**src/rtl/chdr_pkt_rr_arbiter.sv**
```systemverilog
// Packet-atomic round-robin arbiter sharing one 64-bit CHDR AXI-Stream output.
// A grant is held from header to tlast; each packet's word count is checked against its length.
module chdr_pkt_rr_arbiter #(
  parameter int unsigned NUM_PORTS = 4,
  parameter int unsigned DWIDTH    = 64
) (
  input  logic                         clk,
  input  logic                         reset_n,
  input  logic [NUM_PORTS-1:0]         port_en,
  input  logic [DWIDTH*NUM_PORTS-1:0]  i_tdata,
  input  logic [NUM_PORTS-1:0]         i_tlast,
  input  logic [NUM_PORTS-1:0]         i_tvalid,
  output logic [NUM_PORTS-1:0]         i_tready,
  output logic [DWIDTH-1:0]            o_tdata,
  output logic                         o_tlast,
  output logic                         o_tvalid,
  input  logic                         o_tready,
  output logic [NUM_PORTS-1:0]         grant,
  output logic                         busy,
  output logic                         err_len,
  output logic [$clog2(NUM_PORTS)-1:0] err_port
);

  localparam int unsigned IdxW = $clog2(NUM_PORTS);

  typedef enum logic {StArb, StPkt} state_e;

  state_e               state_q, state_d;
  logic [NUM_PORTS-1:0] grant_q, grant_d;
  // Index of the most recent grant; also selects the datapath while in StPkt.
  logic [IdxW-1:0]      last_grant_q, last_grant_d;
  logic [12:0]          word_cnt_q, word_cnt_d;
  logic [13:0]          exp_words_q, exp_words_d;
  logic                 err_len_q, err_len_d;
  logic [IdxW-1:0]      err_port_q, err_port_d;

  logic [NUM_PORTS-1:0] req;
  logic                 req_any;
  logic [IdxW-1:0]      sel_idx;

  logic [DWIDTH-1:0]    g_data;
  logic                 g_last;
  logic                 g_valid;
  logic                 hs;
  logic [16:0]          len_rnd;
  logic [13:0]          exp_first;
  logic [13:0]          exp_now;
  logic [13:0]          cnt_p1;

  // Round-robin search starting just above the previous grant.
  always_comb begin
    req     = i_tvalid & port_en;
    req_any = |req;
    sel_idx = '0;
    for (int i = NUM_PORTS; i >= 1; i--) begin
      int unsigned idx;
      idx = (int'(last_grant_q) + i) % NUM_PORTS;
      if (req[idx]) sel_idx = IdxW'(idx);
    end
  end

  assign g_data  = i_tdata[DWIDTH*last_grant_q +: DWIDTH];
  assign g_last  = i_tlast[last_grant_q];
  assign g_valid = i_tvalid[last_grant_q];
  assign hs      = (state_q == StPkt) && g_valid && o_tready;

  // Expected words = ceil(length / 8), never less than one.
  assign len_rnd   = {1'b0, g_data[47:32]} + 17'd7;
  assign exp_first = (len_rnd[16:3] == 14'd0) ? 14'd1 : len_rnd[16:3];
  assign exp_now   = (word_cnt_q == 13'd0) ? exp_first : exp_words_q;
  assign cnt_p1    = {1'b0, word_cnt_q} + 14'd1;

  always_ff @(posedge clk or negedge reset_n) begin
    if (!reset_n) begin
      state_q      <= StArb;
      grant_q      <= '0;
      last_grant_q <= IdxW'(NUM_PORTS - 1);
      word_cnt_q   <= '0;
      exp_words_q  <= 14'd1;
      err_len_q    <= 1'b0;
      err_port_q   <= '0;
    end else begin
      state_q      <= state_d;
      grant_q      <= grant_d;
      last_grant_q <= last_grant_d;
      word_cnt_q   <= word_cnt_d;
      exp_words_q  <= exp_words_d;
      err_len_q    <= err_len_d;
      err_port_q   <= err_port_d;
    end
  end

  always_comb begin
    state_d      = state_q;
    grant_d      = grant_q;
    last_grant_d = last_grant_q;
    word_cnt_d   = word_cnt_q;
    exp_words_d  = exp_words_q;
    err_len_d    = 1'b0;
    err_port_d   = err_port_q;
    unique case (state_q)
      StArb: begin
        if (req_any) begin
          state_d      = StPkt;
          grant_d      = {{(NUM_PORTS-1){1'b0}}, 1'b1} << sel_idx;
          last_grant_d = sel_idx;
          word_cnt_d   = '0;
        end
      end
      StPkt: begin
        if (hs) begin
          if (word_cnt_q != 13'h1fff) word_cnt_d = word_cnt_q + 13'd1;
          if (word_cnt_q == 13'd0) exp_words_d = exp_first;
          if (g_last) begin
            state_d = StArb;
            grant_d = '0;
            if (cnt_p1 != exp_now) begin
              err_len_d  = 1'b1;
              err_port_d = last_grant_q;
            end
          end
        end
      end
      default: state_d = StArb;
    endcase
  end

  always_comb begin
    o_tdata  = '0;
    o_tlast  = 1'b0;
    o_tvalid = 1'b0;
    i_tready = '0;
    if (state_q == StPkt) begin
      o_tdata                = g_data;
      o_tlast                = g_last;
      o_tvalid               = g_valid;
      i_tready[last_grant_q] = o_tready;
    end
  end

  assign grant    = grant_q;
  assign busy     = (state_q == StPkt);
  assign err_len  = err_len_q;
  assign err_port = err_port_q;

endmodule
```
**config.mk**
```make
export PLATFORM = sky130hd
export DESIGN_NAME = chdr_pkt_rr_arbiter
export DESIGN_NICKNAME = d
export VERILOG_FILES = /design/src/rtl/chdr_pkt_rr_arbiter.sv
export SDC_FILE = /design/constraint.sdc
export NUM_CORES = 1
export LEC_CHECK = 0
export ABC_AREA = 1
export ABC_CLOCK_PERIOD_IN_PS = 4050
export CAP_MARGIN = 20
export CORE_AREA = 2 2 137 139
export CTS_BUF_LIST = sky130_fd_sc_hd__clkbuf_16
export CTS_CLUSTER_DIAMETER = 40
export DETAILED_ROUTE_END_ITERATION = 8
export DIE_AREA = 0 0 139 141
export PLACE_DENSITY = 0.7
export SYNTH_ARGS = -nofsm -noshare
export SYNTH_HDL_FRONTEND = slang
export SYNTH_SLANG_ARGS = --single-unit
```
**constraint.sdc**
```tcl
create_clock -name clk -period 4.05 [get_ports clk]
set_input_delay 0.405 -clock clk [delete_from_list [all_inputs] [get_ports clk]]
set_output_delay 0.405 -clock clk [all_outputs]
set_load 0.01 [all_outputs]
```
==> load_flow_metrics.sql, run 1 <==
INSERT INTO impl_metrics (metric_group, metric, value, unit) VALUES
('clocking', 'post_cts_setup_buffer_count', '0', ''),
('logic_synthesis', 'synth_ff_type', 'sky130_fd_sc_hd__dfrtp_1', ''),
('worst_hold_path', 'timing.hold.worst.class', 'input port to async pin', ''),
('die', 'core_area', '18300', 'sq um'),
('timing', 'worst_slack', '0.560', 'ns'),
('clocking', 'numCtsBuffers', '5', ''),
('timing', 'setup-violations-final', '0', ''),
('logic_synthesis', 'yosys-top-cells-area', 'sky130_fd_sc_hd__nor2_1, sky130_fd_sc_hd__dfrtp_1, sky130_fd_sc_hd__nand2_1', ''),
('global_route', 'grt_remaining_overflow', '0', ''),
('power', 'power.ir.vdd_worst', '343', 'uV'),
('die', 'floorplan.die.height', '141', 'um'),
('place', 'dp.cells', '1541', ''),
('clocking', 'clock_tree_from_tritoncts', 'built', ''),
('logic_synthesis', 'number_of_flops_mapped_to_enable_cells_by_yosys', '0', ''),
('detailed_routing', 'drtAntennaViolNets', '0', ''),
('worst_setup_path', 'critical_path.cell_chain', 'clkinv_2 -> buf_12 -> o21ai_0 -> a21oi_1 -> clkdlybuf4s50_1', ''),
('worst_setup_path', 'critPathSlowestCell', 'sky130_fd_sc_hd__dfstp_4', ''),
('finish', 'areaGrowthSynthToFinish', '70.6', '%'),
('power', 'leakagePower', '3.90', 'nW'),
('place', 'detailedPlace.worstSlack', '0.795', 'ns'),
('timing', 'timing_hold_violations_final', '0', ''),
('worst_setup_path', 'critical_path.endpoint_type', 'output pin', ''),
('detailed_routing', 'drt-vias-per-instance', '4.87', ''),
('timing', 'slew_violations', '0', ''),
('timing', 'slew-limit-headroom', '0.438', ''),
('place', 'port_buffers', '348', ''),
('detailed_routing', 'post_drt_wl_per_cell', '15.9', 'um'),
('logic_synthesis', 'netlist-cell-type-count', '35', ''),
('die', 'rows', '50', ''),
('detailed_routing', 'tritonroute_pass_1_iters', '5', ''),
('global_route', 'via_count_of_the_first_global_routing_pass', '7293', ''),
('place', 'dpl.hpwl', '19800', 'um'),
('logic_synthesis', 'synth_top_cells_by_count', 'sky130_fd_sc_hd__nor2_1, sky130_fd_sc_hd__nand2_1, sky130_fd_sc_hd__o21ai_0', ''),
('power', 'power.density', '697', 'nW/um^2'),
('detailed_routing', 'drt_iter0_drc', '418', ''),
('global_route', 'grt_start_max_net_pins', '139', ''),
('logic_synthesis', 'synth-seq-area-share', '0.175', ''),
('logic_synthesis', 'most_common_cell_in_the_synthesized_netlist', 'sky130_fd_sc_hd__nor2_1', ''),
('logic_synthesis', 'ys_warn_count', '0', ''),
('timing', 'summed_negative_setup_slack_over_all_endpoints', '0', 'ns'),
('timing', 'setup_repair_after_global_routing_missed_its_margin', 'no', ''),
('clocking', 'post_cts_hold_buffer_count', '0', ''),
('finish', 'final_layout_size_suffix_gt1_frac', '0.0471', ''),
('global_route', 'grt.met1_usage', '0.277', ''),
('worst_setup_path', 'critPathLaunchType', 'flop', ''),
('global_route', 'met2_demand_to_capacity_share_in_global_routing', '0.443', ''),
('finish', 'instances_no_fill', '1550', ''),
('logic_synthesis', 'syn_nets', '1284', ''),
('clocking', 'cts_num_sinks', '37', ''),
('worst_setup_path', 'timing.critical_path.fanout_max', '95', ''),
('logic_synthesis', 'asr_flop_ratio_synth', '1.00', ''),
('timing', 'period_share', '0.862', ''),
('flow_run', 'drv_cap', '0', ''),
('logic_synthesis', 'post_synth.cell_area_avg', '5.27', 'sq um'),
('logic_synthesis', 'netlist.area_leader.share', '0.192', ''),
('global_route', 'met3_usage', '0.0574', ''),
('worst_setup_path', 'critical_path.reg2reg.startpoint', 'last_grant_q[0]$_DFFE_PN1P_', ''),
('detailed_routing', 'vias', '7552', ''),
('worst_setup_path', 'path_class', 'flop to output pin', ''),
('global_route', 'grt_usage', '0.241', ''),
('worst_setup_path', 'worst-r2r-setup-slack', '0.76', 'ns'),
('worst_setup_path', 'max_stage_delay', '0.64', 'ns'),
('worst_setup_path', 'worst-endpoint-arrival', '3.08', 'ns'),
('worst_setup_path', 'cp_data_required_time', '3.64', 'ns'),
('status', 'status', 'completed', ''),
('timing', 'timing.final.crit_period', '3.49', 'ns'),
('finish', 'finalNetCount', '1591', ''),
('timing', 'worst_clock_skew', '0.00581', 'ns'),
('timing', 'tightestPinTransition', '0.843', 'ns'),
('die', 'starting_utilization_of_the_core_area', '0.290', ''),
('logic_synthesis', 'synth_area_leader_cell', 'sky130_fd_sc_hd__nor2_1', '');
critical path: cells and delay by family (launching register included):
| kind | cells | cell delay, ns |
|---|---|---|
| DFF | 1 | 0.64 |
| AOI/OAI and AO/OA | 2 | 0.67 |
| buffers and inverters | 3 | 1.45 |
worst max-delay path by stage:
stage | startpoint | end
finish | last_grant_q[0]$_DFFE_PN1P_ | o_tdata[63]
global route | last_grant_q[0]$_DFFE_PN1P_ | err_port[0]$_DFFE_PN0P_
CTS | last_grant_q[0]$_DFFE_PN1P_ | o_tdata[63]
detailed placement | last_grant_q[0]$_DFFE_PN1P_ | grant[1]$_DFFE_PN0P_
global placement | last_grant_q[0]$_DFFE_PN1P_ | err_port[0]$_DFFE_PN0P_
floorplan | last_grant_q[0]$_DFFE_PN1P_ | grant[0]$_DFFE_PN0P_
metal layers:
layer  wire (um)  vias up
li1            -     3866
met1        9590     3380
met2       12600      260
met3        1730       46
met4         784        0
met5           0        -
area by class of cell:
cell class                      instances  area, sq um  area share
Antenna cell                            1         2.50    0.000277
Tap cell                              234          293      0.0324
Multi-Input combinational cell        845         3840       0.424
Clock inverter                          3         21.3     0.00235
Timing Repair Buffer                  359         3590       0.396
Clock buffer                            5          125      0.0138
Inverter                               66          249      0.0275
Sequential cell                        37          933       0.103
stage by stage:
step	total power [mW]	instance area, sq um	hold WS (ns)
after global placement	5.89	8900	0.461
after CTS	6.33	9050	0.266
final	6.31	9050	0.225
after detailed placement	5.91	8900	0.472
after global routing	6.91	9050	0.291
after floorplan	3.80	5310	0.109
kinds of logic (layout without fill, tap and decap cells):
kind of cell,count (synthesis),after routing,synth area share
AO/OA/AOI/OAI,208,208,0.205
adder cells (fa/ha/maj),6,6,0.0142
other,0,1,0
flip-flops,37,37,0.175
buffers and inverters,125,433,0.101
XOR/XNOR,13,13,0.0215
AND/OR/NAND/NOR,618,618,0.483
report_power, final:
group	switching, mW	internal (mW)	total [mW]
logic	3.12	2.20	5.32
clock network	0.158	0.229	0.387
registers	0.0910	0.509	0.600
state kept, by name (all words and copies together), names as in the netlist:
signal	flops
word_cnt_q	13
exp_words_q	14
busy	1
last_grant_q	2
err_port	2
err_len	1
grant	4
cell usage in the layout, fill, tap and decap left out, types with 2 or more instances in the layout:
cell type / count
sky130_fd_sc_hd__a21oi_1: 52
sky130_fd_sc_hd__a31oi_1: 6
sky130_fd_sc_hd__buf_12: 2
sky130_fd_sc_hd__buf_4: 9
sky130_fd_sc_hd__clkbuf_16: 5
sky130_fd_sc_hd__clkdlybuf4s50_1: 347
sky130_fd_sc_hd__clkinv_2: 2
sky130_fd_sc_hd__dfrtp_1: 34
sky130_fd_sc_hd__dfstp_2: 2
sky130_fd_sc_hd__ha_1: 6
sky130_fd_sc_hd__inv_1: 61
sky130_fd_sc_hd__inv_2: 4
sky130_fd_sc_hd__nand2_1: 226
sky130_fd_sc_hd__nand2_2: 14
sky130_fd_sc_hd__nand3_1: 70
sky130_fd_sc_hd__nand3_2: 5
sky130_fd_sc_hd__nand3b_1: 2
sky130_fd_sc_hd__nand4_1: 10
sky130_fd_sc_hd__nor2_1: 271
sky130_fd_sc_hd__nor2_2: 7
sky130_fd_sc_hd__nor2_4: 2
sky130_fd_sc_hd__nor3_1: 6
sky130_fd_sc_hd__o21ai_0: 124
sky130_fd_sc_hd__o21ai_1: 6
sky130_fd_sc_hd__o21bai_2: 2
sky130_fd_sc_hd__o22ai_1: 16
sky130_fd_sc_hd__or2_2: 3
sky130_fd_sc_hd__xnor2_1: 5
sky130_fd_sc_hd__xor2_1: 8
No activity file was read; power rests on OpenSTA's default activity.
==> run 2, diff against run 1 <==
Settings changed: CTS_CLUSTER_SIZE from default to 8.
==> results of run 2 <==
The final DEF is identical to that of run 1; final timing and power are the same.
==> run 3, diff against run 2 <==
Settings changed: ABC_AREA 1 to default, ABC_CLOCK_PERIOD_IN_PS 4050 to 4250, CORE_AREA 2 2 137 139 to 2 2 135 137, DIE_AREA 0 0 139 141 to 0 0 137 139, PLACE_DENSITY 0.7 to 0.69.
Clock period 4.05 ns to 4.25 ns, I/O delays scaled along.
==> load_flow_metrics.sql, run 3 <==
INSERT INTO impl_metrics (metric_group, metric, value, unit) VALUES
('timing', 'timing_hold_violations_final', '0', ''),
('power', 'power.share.combinational', '0.786', ''),
('logic_synthesis', 'syn_nets', '792', ''),
('finish', 'multi_input_area', '3790', 'sq um'),
('logic_synthesis', 'synth_area_leader_cell', 'sky130_fd_sc_hd__mux4_2', ''),
('logic_synthesis', 'synth_top_cells_by_count', 'sky130_fd_sc_hd__and2_1, sky130_fd_sc_hd__mux4_2, sky130_fd_sc_hd__nor2_1', ''),
('finish', 'n_fill_cell', '1659', ''),
('finish', 'mostFrequentLayoutCell', 'sky130_fd_sc_hd__clkdlybuf4s50_1', ''),
('place', 'dp.cells', '1058', ''),
('status', 'status', 'completed', ''),
('finish', 'areaGrowthSynthToFinish', '75.3', '%'),
('worst_setup_path', 'path_class', 'flop to flop', ''),
('die', 'core_area', '17700', 'sq um'),
('clocking', 'post_cts_hold_buffer_count', '0', ''),
('finish', 'final_layout_size_suffix_gt1_frac', '0.115', ''),
('clocking', 'clkLatencyLatePin', '0.28', 'ns'),
('detailed_routing', 'drt_iter0_drc', '467', ''),
('timing', 'setup-violations-final', '0', ''),
('detailed_routing', 'vias', '5722', ''),
('logic_synthesis', 'post_synth.cell_area_avg', '9.70', 'sq um'),
('worst_setup_path', 'critical_path.endpoint_type', 'flop', ''),
('timing', 'summed_negative_setup_slack_over_all_endpoints', '0', 'ns'),
('timing', 'slew-limit-headroom', '0.426', ''),
('worst_setup_path', 'cp_data_required_time', '4.41', 'ns'),
('flow_run', 'drv_cap', '0', ''),
('worst_setup_path', 'worst-path-buf-inv', '0', ''),
('timing', 'period_share', '0.906', ''),
('logic_synthesis', 'synth-seq-area-share', '0.186', ''),
('power', 'power.density', '563', 'nW/um^2'),
('global_route', 'grt_remaining_overflow', '0', ''),
('power', 'seqPwrFrac', '0.142', ''),
('die', 'floorplan.die.height', '139', 'um'),
('timing', 'tightestPinTransition', '0.861', 'ns'),
('worst_setup_path', 'timing.critical_path.fanout_max', '24', ''),
('logic_synthesis', 'yosys-top-cells-area', 'sky130_fd_sc_hd__mux4_2, sky130_fd_sc_hd__dfrtp_1, sky130_fd_sc_hd__and2_1', ''),
('place', 'port_buffers', '348', ''),
('clocking', 'postCtsResizedCells', '0', ''),
('power', 'leakagePower', '3.17', 'nW'),
('power', 'power_frac_clock', '0.072', ''),
('detailed_routing', 'drt-vias-per-instance', '5.36', ''),
('timing', 'slew_violations', '0', ''),
('logic_synthesis', 'asr_flop_ratio_synth', '1.00', ''),
('place', 'dpl.hpwl', '19900', 'um'),
('clocking', 'htree_levels', '2', ''),
('logic_synthesis', 'number_of_flops_mapped_to_enable_cells_by_yosys', '0', ''),
('detailed_routing', 'postRouteWirelength', '23600', 'um'),
('worst_setup_path', 'critPathSlowestCell', 'sky130_fd_sc_hd__dfstp_4', ''),
('timing', 'worst_clock_skew', '0.00455', 'ns'),
('worst_setup_path', 'critical_path.cell_chain', 'mux4_1 -> and2_1 -> nand4_2 -> xor2_1 -> a211oi_1 -> nor4_1 -> nand4_1 -> o21bai_2 -> mux2_1', ''),
('detailed_routing', 'drt_drc_violations_left', '0', ''),
('logic_synthesis', 'ys_warn_count', '0', ''),
('power', 'cellInternalPower', '2.79', 'mW'),
('detailed_routing', 'post_drt_wl_per_cell', '22.1', 'um'),
('worst_setup_path', 'worst-endpoint-arrival', '4.01', 'ns'),
('finish', 'number_of_flip_flops_under_the_largest_register_name', '14', ''),
('finish', 'mostFrequentLayoutCells', 'sky130_fd_sc_hd__clkdlybuf4s50_1, sky130_fd_sc_hd__and2_1, sky130_fd_sc_hd__mux4_2', ''),
('detailed_routing', 'tritonroute_pass_1_iters', '4', ''),
('die', 'design.portCount', '349', ''),
('clocking', 'cts_num_sinks', '37', ''),
('logic_synthesis', 'ys_seq_elements', '37', ''),
('timing', 'setup_repair_after_global_routing_missed_its_margin', 'no', ''),
('clocking', 'clock_tree_from_tritoncts', 'built', ''),
('logic_synthesis', 'synth_area', '5000', 'sq um'),
('logic_synthesis', 'netlist-cell-type-count', '61', ''),
('die', 'design.die.area', '19000', 'sq um'),
('logic_synthesis', 'synth_ff_type', 'sky130_fd_sc_hd__dfrtp_1', ''),
('worst_hold_path', 'timing.hold.worst.class', 'input port to async pin', ''),
('power', 'swShare', '0.434', ''),
('place', 'gp_congestion', '0.915', ''),
('finish', 'finalNetCount', '1113', ''),
('global_route', 'antenna_found_initial', '3', ''),
('worst_setup_path', 'critPathLaunchType', 'flop', ''),
('finish', 'seqCellArea', '938', 'sq um'),
('clocking', 'clkTransAtPathRegs', '0.06', 'ns'),
('worst_setup_path', 'crit_family', 'multiplexers', ''),
('global_route', 'via_count_of_the_first_global_routing_pass', '5708', ''),
('die', 'width_of_the_die', '137', 'um'),
('clocking', 'cts_root_buf', 'sky130_fd_sc_hd__clkbuf_16', ''),
('logic_synthesis', 'netlist.area_leader.share', '0.261', ''),
('global_route', 'grt_start_max_net_pins', '54', ''),
('timing', 'timing.fmax', '0.260', 'GHz'),
('die', 'starting_utilization_of_the_core_area', '0.283', ''),
('global_route', 'grt_usage', '0.246', ''),
('power', 'power.ir.vdd_worst', '248', 'uV'),
('worst_setup_path', 'max_stage_delay', '0.86', 'ns'),
('power', 'power.switching', '2.14', 'mW'),
('timing', 'timing.final.crit_period', '3.85', 'ns'),
('global_route', 'grt_first_pass_wirelength', '35100', 'um'),
('logic_synthesis', 'synthCells', '515', ''),
('clocking', 'cts-root-to-sink-buffers', '2', ''),
('detailed_routing', 'drtAntennaViolNets', '0', ''),
('logic_synthesis', 'most_common_cell_in_the_synthesized_netlist', 'sky130_fd_sc_hd__and2_1', ''),
('finish', 'instances_no_fill', '1067', ''),
('finish', 'largest_register', 'exp_words_q', ''),
('die', 'rows', '49', ''),
('clocking', 'post_cts_setup_buffer_count', '0', ''),
('clocking', 'numCtsBuffers', '5', '');
==> run 3: cell count changes after synthesis, moves of 51 or more <==
cell and delta:
sky130_fd_sc_hd__inv_1 -51, sky130_fd_sc_hd__o21ai_0 -101, sky130_fd_sc_hd__and2_1 +69, sky130_fd_sc_hd__nor2_1 -236, sky130_fd_sc_hd__mux4_2 +58, sky130_fd_sc_hd__nand2_1 -193
==> run 3: cells by family after synthesis <==
logic type / count (synthesis) / share of synthesized area
compound gates: 95 / 0.136
xor+xnor: 20 / 0.0351
fa+ha+maj: 6 / 0.0150
buf+inv: 56 / 0.0553
flops: 37 / 0.186
mux: 78 / 0.326
simple gates: 223 / 0.247
==> run 3: through the flow <==
stage	utilization	area, sq um	hold slack (ns)	power (mW)	setup WS (ns)
global route	0.496	8760	0.343	5.25	0.210
global placement	0.488	8620	0.464	4.55	0.613
floorplan	-	5000	0.129	2.96	0.938
finish	0.496	8760	0.261	4.93	0.399
detailed placement	0.488	8620	0.481	4.58	0.511
CTS	0.496	8750	0.295	4.95	0.479
==> run 3: cell type report <==
cell class              count  share of cell area
diodes                      1            0.000286
clock buffers               5              0.0143
clock inverters             3             0.00143
inverters                  11             0.00471
multi-input cells         422               0.433
flip-flops and latches     37               0.107
well taps                 229              0.0327
repair buffers            359               0.407
==> run 3: power groups by stage <==
stage | combinational [mW] | clock (mW) | sequential [mW]
finish | 3.88 | 0.358 | 0.698
global placement | 3.85 | 0 | 0.702
CTS | 3.88 | 0.364 | 0.703
floorplan | 2.40 | 0 | 0.561
global route | 4.14 | 0.376 | 0.733
detailed placement | 3.87 | 0 | 0.708
==> run 3: per-layer routing <==
layer,track usage,vias up,wire (um)
met3,0.0716,29,2070
met2,0.424,259,12200
met4,0.0521,4,373
met1,0.303,2783,8970
li1,-,2647,-
met5,0,-,23
==> run 3: worst paths after layout <==
kind                       cells past startpoint  slack (ns)                   startpoint                    endpoint
min in group clk                               2        0.48   exp_words_q[0]$_DFFE_PN1P_  exp_words_q[0]$_DFFE_PN1P_
min                                            1        0.26                      reset_n   word_cnt_q[6]$_DFFE_PN0P_
min reg2reg                                    2        0.48   exp_words_q[0]$_DFFE_PN1P_  exp_words_q[0]$_DFFE_PN1P_
max reg2reg                                    9        0.40  last_grant_q[0]$_DFFE_PN1P_     err_port[0]$_DFFE_PN0P_
max                                            9        0.40  last_grant_q[0]$_DFFE_PN1P_     err_port[0]$_DFFE_PN0P_
max in group asynchronous                      1        3.41                      reset_n              busy$_DFF_PN0_
